===== src/rtl/mem_access.sv =====
// MEM stage: passes EX/MEM results to writeback and runs loads/stores on a single-outstanding ack bus.
// Latency: 0 cycles for non-memory ops, 1+N stall cycles then a DONE cycle for memory ops; stallreq_o freezes upstream until ack.
module mem_access (
   input  logic        clk,
   input  logic        rst,
   input  logic [4:0]  wd_i,
   input  logic        wreg_i,
   input  logic [31:0] wdata_i,
   input  logic [31:0] hi_i,
   input  logic [31:0] lo_i,
   input  logic        whilo_i,
   input  logic [7:0]  aluop_i,
   input  logic [31:0] mem_addr_i,
   input  logic [31:0] reg2_i,
   output logic [4:0]  wd_o,
   output logic        wreg_o,
   output logic [31:0] wdata_o,
   output logic [31:0] hi_o,
   output logic [31:0] lo_o,
   output logic        whilo_o,
   output logic        mem_ce_o,
   output logic        mem_we_o,
   output logic [31:0] mem_addr_o,
   output logic [3:0]  mem_sel_o,
   output logic [31:0] mem_data_o,
   input  logic [31:0] mem_data_i,
   input  logic        mem_ack_i,
   output logic        stallreq_o
);

   localparam logic [7:0] EXE_LB_OP  = 8'b1110_0000;
   localparam logic [7:0] EXE_LBU_OP = 8'b1110_0100;
   localparam logic [7:0] EXE_LH_OP  = 8'b1110_0001;
   localparam logic [7:0] EXE_LHU_OP = 8'b1110_0101;
   localparam logic [7:0] EXE_LW_OP  = 8'b1110_0011;
   localparam logic [7:0] EXE_SB_OP  = 8'b1110_1000;
   localparam logic [7:0] EXE_SH_OP  = 8'b1110_1001;
   localparam logic [7:0] EXE_SW_OP  = 8'b1110_1011;

   typedef enum logic [1:0] {S_IDLE, S_BUSY, S_DONE} state_t;

   state_t      r_state;
   logic [31:0] r_rdata;

   logic        w_is_load;
   logic        w_is_store;
   logic        w_is_mem;
   logic        w_access;
   logic [3:0]  w_sel;
   logic [31:0] w_sdata;
   logic [31:0] w_ldata;

   always_comb begin
      w_is_load  = 1'b0;
      w_is_store = 1'b0;
      w_sel      = 4'b0000;
      w_sdata    = 32'h0;
      case (aluop_i)
         EXE_LB_OP, EXE_LBU_OP, EXE_SB_OP: begin
            w_is_load  = (aluop_i != EXE_SB_OP);
            w_is_store = (aluop_i == EXE_SB_OP);
            w_sel      = 4'b1000 >> mem_addr_i[1:0];
            w_sdata    = {4{reg2_i[7:0]}};
         end
         EXE_LH_OP, EXE_LHU_OP, EXE_SH_OP: begin
            w_is_load  = (aluop_i != EXE_SH_OP);
            w_is_store = (aluop_i == EXE_SH_OP);
            w_sel      = mem_addr_i[1] ? 4'b0011 : 4'b1100;
            w_sdata    = {2{reg2_i[15:0]}};
         end
         EXE_LW_OP, EXE_SW_OP: begin
            w_is_load  = (aluop_i == EXE_LW_OP);
            w_is_store = (aluop_i == EXE_SW_OP);
            w_sel      = 4'b1111;
            w_sdata    = reg2_i;
         end
         default: ;
      endcase
   end

   // Big-endian lanes: address offset 0 lives in bits 31:24.
   always_comb begin
      w_ldata = r_rdata;
      case (aluop_i)
         EXE_LB_OP, EXE_LBU_OP: begin
            case (mem_addr_i[1:0])
               2'b00:   w_ldata = {24'h0, r_rdata[31:24]};
               2'b01:   w_ldata = {24'h0, r_rdata[23:16]};
               2'b10:   w_ldata = {24'h0, r_rdata[15:8]};
               default: w_ldata = {24'h0, r_rdata[7:0]};
            endcase
            if (aluop_i == EXE_LB_OP)
               w_ldata[31:8] = {24{w_ldata[7]}};
         end
         EXE_LH_OP, EXE_LHU_OP: begin
            w_ldata = {16'h0, mem_addr_i[1] ? r_rdata[15:0] : r_rdata[31:16]};
            if (aluop_i == EXE_LH_OP)
               w_ldata[31:16] = {16{w_ldata[15]}};
         end
         default: ;
      endcase
   end

   assign w_is_mem = w_is_load | w_is_store;
   assign w_access = w_is_mem && (r_state != S_DONE);

   always_ff @(posedge clk) begin
      if (rst) begin
         r_state <= S_IDLE;
         r_rdata <= 32'h0;
      end else begin
         case (r_state)
            S_IDLE: begin
               if (w_is_mem) begin
                  if (mem_ack_i) begin
                     r_rdata <= mem_data_i;
                     r_state <= S_DONE;
                  end else begin
                     r_state <= S_BUSY;
                  end
               end
            end
            S_BUSY: begin
               if (mem_ack_i) begin
                  r_rdata <= mem_data_i;
                  r_state <= S_DONE;
               end
            end
            default: r_state <= S_IDLE;
         endcase
      end
   end

   assign wd_o       = wd_i;
   assign hi_o       = hi_i;
   assign lo_o       = lo_i;
   assign wreg_o     = wreg_i & ~w_access;
   assign whilo_o    = whilo_i & ~w_access;
   assign wdata_o    = (r_state == S_DONE && w_is_load) ? w_ldata : wdata_i;
   assign mem_ce_o   = w_access;
   assign mem_we_o   = w_access & w_is_store;
   assign mem_addr_o = w_access ? {mem_addr_i[31:2], 2'b00} : 32'h0;
   assign mem_sel_o  = w_access ? w_sel : 4'b0000;
   assign mem_data_o = (w_access && w_is_store) ? w_sdata : 32'h0;
   assign stallreq_o = w_access;

endmodule


===== config.mk =====
export PLATFORM = sky130hd
export DESIGN_NAME = mem_access
export DESIGN_NICKNAME = d
export VERILOG_FILES = /design/src/rtl/mem_access.sv
export SDC_FILE = /design/constraint.sdc
export NUM_CORES = 1
export LEC_CHECK = 0
export ABC_AREA = 1
export CAP_MARGIN = 20
export CORE_AREA = 5 5 148 150
export DETAILED_ROUTE_END_ITERATION = 6
export DIE_AREA = 0 0 153 155
export PLACE_DENSITY_LB_ADDON = 0.1
export SLEW_MARGIN = 10
export SYNTH_ARGS = -nofsm -noshare
export SYNTH_HDL_FRONTEND = slang
export SYNTH_SLANG_ARGS = --single-unit
export TNS_END_PERCENT = 10

===== constraint.sdc =====
create_clock -name clk -period 2.2 [get_ports clk]
set_clock_uncertainty 0.15 [all_clocks]
set_input_delay 0.44 -clock clk [delete_from_list [all_inputs] [get_ports clk]]
set_output_delay 0.44 -clock clk [all_outputs]
set_load 0.1 [all_outputs]

==> flow_summary.html <==
<table>
<tr><th>Metric</th><th>Value</th></tr>
<tr><th colspan="2">Placement</th></tr>
<tr><td>Placed standard-cell area</td><td>8330 um^2</td></tr>
<tr><td>Number of port buffers</td><td>243</td></tr>
<tr><td>Routability-driven placement congestion ratio</td><td>0.816</td></tr>
<tr><td>Half-perimeter wire length after placement</td><td>16400 um</td></tr>
<tr><th colspan="2">Worst setup path</th></tr>
<tr><td>Critical path launch point type</td><td>input port</td></tr>
<tr><td>Critical Path AT</td><td>1910 ps</td></tr>
<tr><td>CP Data Required Time</td><td>1610 ps</td></tr>
<tr><td>Path type of the worst setup path</td><td>input port to primary output</td></tr>
<tr><td>Kind of capture point of the worst setup path</td><td>primary output</td></tr>
<tr><td>Maximum net fanout on the critical path</td><td>5</td></tr>
<tr><th colspan="2">Global route</th></tr>
<tr><td>Total congestion overflow after global routing</td><td>0</td></tr>
<tr><td>Global-route usage over all layers</td><td>16.2%</td></tr>
<tr><td>Vias in the first global route</td><td>5441</td></tr>
<tr><td>Number of antenna violations at the first check in global routing</td><td>0</td></tr>
<tr><td>Maximum number of pins on one net before global-route repair</td><td>34</td></tr>
<tr><td>Global-route wire length before repair</td><td>30600 um</td></tr>
<tr><th colspan="2">Synth</th></tr>
<tr><td>Area leader, netlist</td><td>nand2_1</td></tr>
<tr><td>Synth Area per Inst</td><td>5.33 um^2</td></tr>
<tr><td>Most used flip-flop cell after synthesis</td><td>dfxtp_1</td></tr>
<tr><td>Synth cell types</td><td>26</td></tr>
<tr><td>Commonest cells post-synth</td><td>253 x nand2_1, 159 x inv_1, 86 x nor2_1</td></tr>
<tr><td>Synthesis-stage register bit count</td><td>34</td></tr>
<tr><td>Async SR Flop Fraction</td><td>0%</td></tr>
<tr><td>Library cell with the highest instance count after synthesis</td><td>nand2_1</td></tr>
<tr><td>Number of cells produced by synthesis</td><td>793</td></tr>
<tr><td>Synthesis warning total</td><td>0</td></tr>
<tr><td>Main area contributors after synthesis</td><td>nand2_1 22%, dfxtp_1 16%, inv_1 14%</td></tr>
<tr><td>Sequential area share after synthesis</td><td>16.1%</td></tr>
<tr><td>Post-synthesis instance area</td><td>4230 um^2</td></tr>
<tr><td>Number of flops mapped to enable cells by yosys</td><td>0</td></tr>
<tr><td>Portion of synthesized cell area occupied by the leading cell type</td><td>22.5%</td></tr>
<tr><th colspan="2">Worst hold path</th></tr>
<tr><td>Worst hold path class</td><td>register to register</td></tr>
<tr><th colspan="2">STA</th></tr>
<tr><td>Worst Setup Slack, final</td><td>-298 ps</td></tr>
<tr><td>Post-route clock period utilization</td><td>114%</td></tr>
<tr><td>Max-slew violations</td><td>0</td></tr>
<tr><td>Clock period minus final worst setup slack</td><td>2500 ps</td></tr>
<tr><td>Final setup vio count</td><td>103</td></tr>
<tr><td>Unrepaired setup endpoints after global routing</td><td>true</td></tr>
<tr><td>Final Hold Vio Count</td><td>0</td></tr>
<tr><td>Highest clock rate</td><td>400 MHz</td></tr>
<tr><th colspan="2">Routing</th></tr>
<tr><td>Via density</td><td>4.08</td></tr>
<tr><td>Via Count</td><td>5273</td></tr>
<tr><td>Wirelength, routed</td><td>19700 um</td></tr>
<tr><td>Number of remaining DRC errors</td><td>0</td></tr>
<tr><td>Drt first-iter violations</td><td>152</td></tr>
<tr><td>Mean routed wirelength per cell</td><td>15.3 um</td></tr>
<tr><td>Number of antenna-violating nets in the routed design</td><td>0</td></tr>
<tr><td>First-pass iteration count of the detailed router</td><td>4</td></tr>
<tr><th colspan="2">Die</th></tr>
<tr><td>Vertical die dimension</td><td>155 um</td></tr>
<tr><td>Core Footprint</td><td>20600 um^2</td></tr>
<tr><td>Full die area</td><td>23700 um^2</td></tr>
<tr><td>IO Count</td><td>384</td></tr>
<tr><td>Die extent in x</td><td>153 um</td></tr>
<tr><td>Placement Rows</td><td>53</td></tr>
<tr><td>Effective utilization at floorplan</td><td>20.6%</td></tr>
<tr><th colspan="2">Pwr</th></tr>
<tr><td>Power Dens Cells</td><td>270 nW/um^2</td></tr>
<tr><td>Leakage Power</td><td>4.09 nW</td></tr>
<tr><td>Total power after layout</td><td>2.46 mW</td></tr>
<tr><td>Maximum ir drop on the vdd rail</td><td>0.000235 V</td></tr>
<tr><th colspan="2">Run status</th></tr>
<tr><td>Status</td><td>finished with violations</td></tr>
<tr><td>Violations in the final reports</td><td>negative setup slack</td></tr>
<tr><th colspan="2">Clocking</th></tr>
<tr><td>CTS sink cnt</td><td>34</td></tr>
<tr><td>Quantity of hold-fixing buffers added after cts</td><td>0</td></tr>
<tr><td>Clock input transition at the sequential cells of the worst setup and hold paths</td><td>50 ps</td></tr>
<tr><td>H-tree lvl count</td><td>2</td></tr>
<tr><td>Cts bufs inserted</td><td>5</td></tr>
<tr><td>Deepest clock path buffer count</td><td>2</td></tr>
<tr><td>Skew-Pair Late Insertion Delay</td><td>280 ps</td></tr>
<tr><td>Clock tree from TritonCTS</td><td>yes</td></tr>
<tr><td>Root buf cell</td><td>clkbuf_16</td></tr>
<tr><th colspan="2">Run</th></tr>
<tr><td>Max-cap violations</td><td>0</td></tr>
<tr><th colspan="2">Finish</th></tr>
<tr><td>Count of inserted antenna diode cells</td><td>0</td></tr>
<tr><td>Area Growth Syn to Fin</td><td>116%</td></tr>
<tr><td>Total Nets Final</td><td>1227</td></tr>
<tr><td>Share of final-layout standard cells stronger than drive strength 1</td><td>35.2%</td></tr>
<tr><td>Final instance area</td><td>9110 um^2</td></tr>
</table>
path summary, 6_finish.rpt:
path	depth (start not counted)	from	slack (ps)	end
worst max-delay path	12	aluop_i[4]	-300	mem_sel_o[1]
worst max register to register	7	r_state[1]	750	r_rdata[22]
worst min-delay path	3	r_state[1]	370	r_state[0]
worst min register to register	3	r_state[1]	370	r_state[0]
flip-flops by register name (all words and copies together) (netlist names):
register and count:
r_rdata 32, r_state 2
kinds of logic after synthesis:
kind of cell	Yosys count	synth area share (%)
AOI/OAI and AO/OA	77	11.9
buffers and inverters	277	32.4
DFF	34	16.1
other	1	0.0888
and+or+nand+nor	404	39.5
where the power goes:
group	total [mW]	internal (mW)	switching (mW)
Sequential	0.635	0.629	0.00613
Clock	0.680	0.437	0.244
Combinational	1.14	0.505	0.638
Total	2.46	1.57	0.887
layout by cell type (no fill, tap or decap), drive strengths merged:
master / n
a211oi: 1
a21oi: 14
a31oi: 10
buf: 195
clkbuf: 6
clkdlybuf4s15: 2
clkdlybuf4s50: 130
clkinv: 4
conb: 2
dfxtp: 34
inv: 162
nand2: 254
nand3: 25
nand4: 35
nor2: 88
nor3: 2
o211ai: 29
o21ai: 23
layer usage:
layer | wire length, um | global-route usage (%) | vias up
met4 | 376 | 4.20 | 0
met5 | 0 | 0 | -
met3 | 1300 | 3.84 | 30
li1 | - | - | 2773
met2 | 10400 | 30.7 | 175
met1 | 7620 | 18.0 | 2295
metrics by stage:
stage	cells	hold slack [ps]	setup WS (ps)	setup TNS, ps	utilization [%]
after floorplan	794	345	-784	-61230	-
after global placement	1261	368	-884	-89050	40.5
after detailed placement	1261	372	-891	-90820	40.5
after CTS	1289	375	-364	-25330	43.9
after global routing	1291	415	-380	-28620	44.3
final	1291	373	-298	-20490	44.3
critical path: stages:
cell and delay, ps:
buf_8 110, inv_12 40, nand2_4 40, nor2_4 140
buf_6 140, o21ai_4 70, buf_6 130, a21oi_4 200
inv_4 120, buf_6 140, a21oi_4 140, buf_12 190
layout make-up:
| class | instances | area (um^2) |
|---|---|---|
| fillers | 2147 | 11400 |
| repair buffers | 327 | 4350 |
| multi-input cells | 483 | 2940 |
| flip-flops and latches | 34 | 681 |
| inverters | 165 | 659 |
| well taps | 275 | 344 |
| clock buffers | 6 | 139 |
| repair inverters | 1 | 5.00 |
repair_timing:
action	in CTS	in global routing
setup endpoints to repair	135	103
resized for setup	159	24
pin swaps	39	33
gates cloned	5	0
hold endpoints to repair	0	0
buffers inserted	17	3
Note: power is estimated with default switching activity, not from simulation.
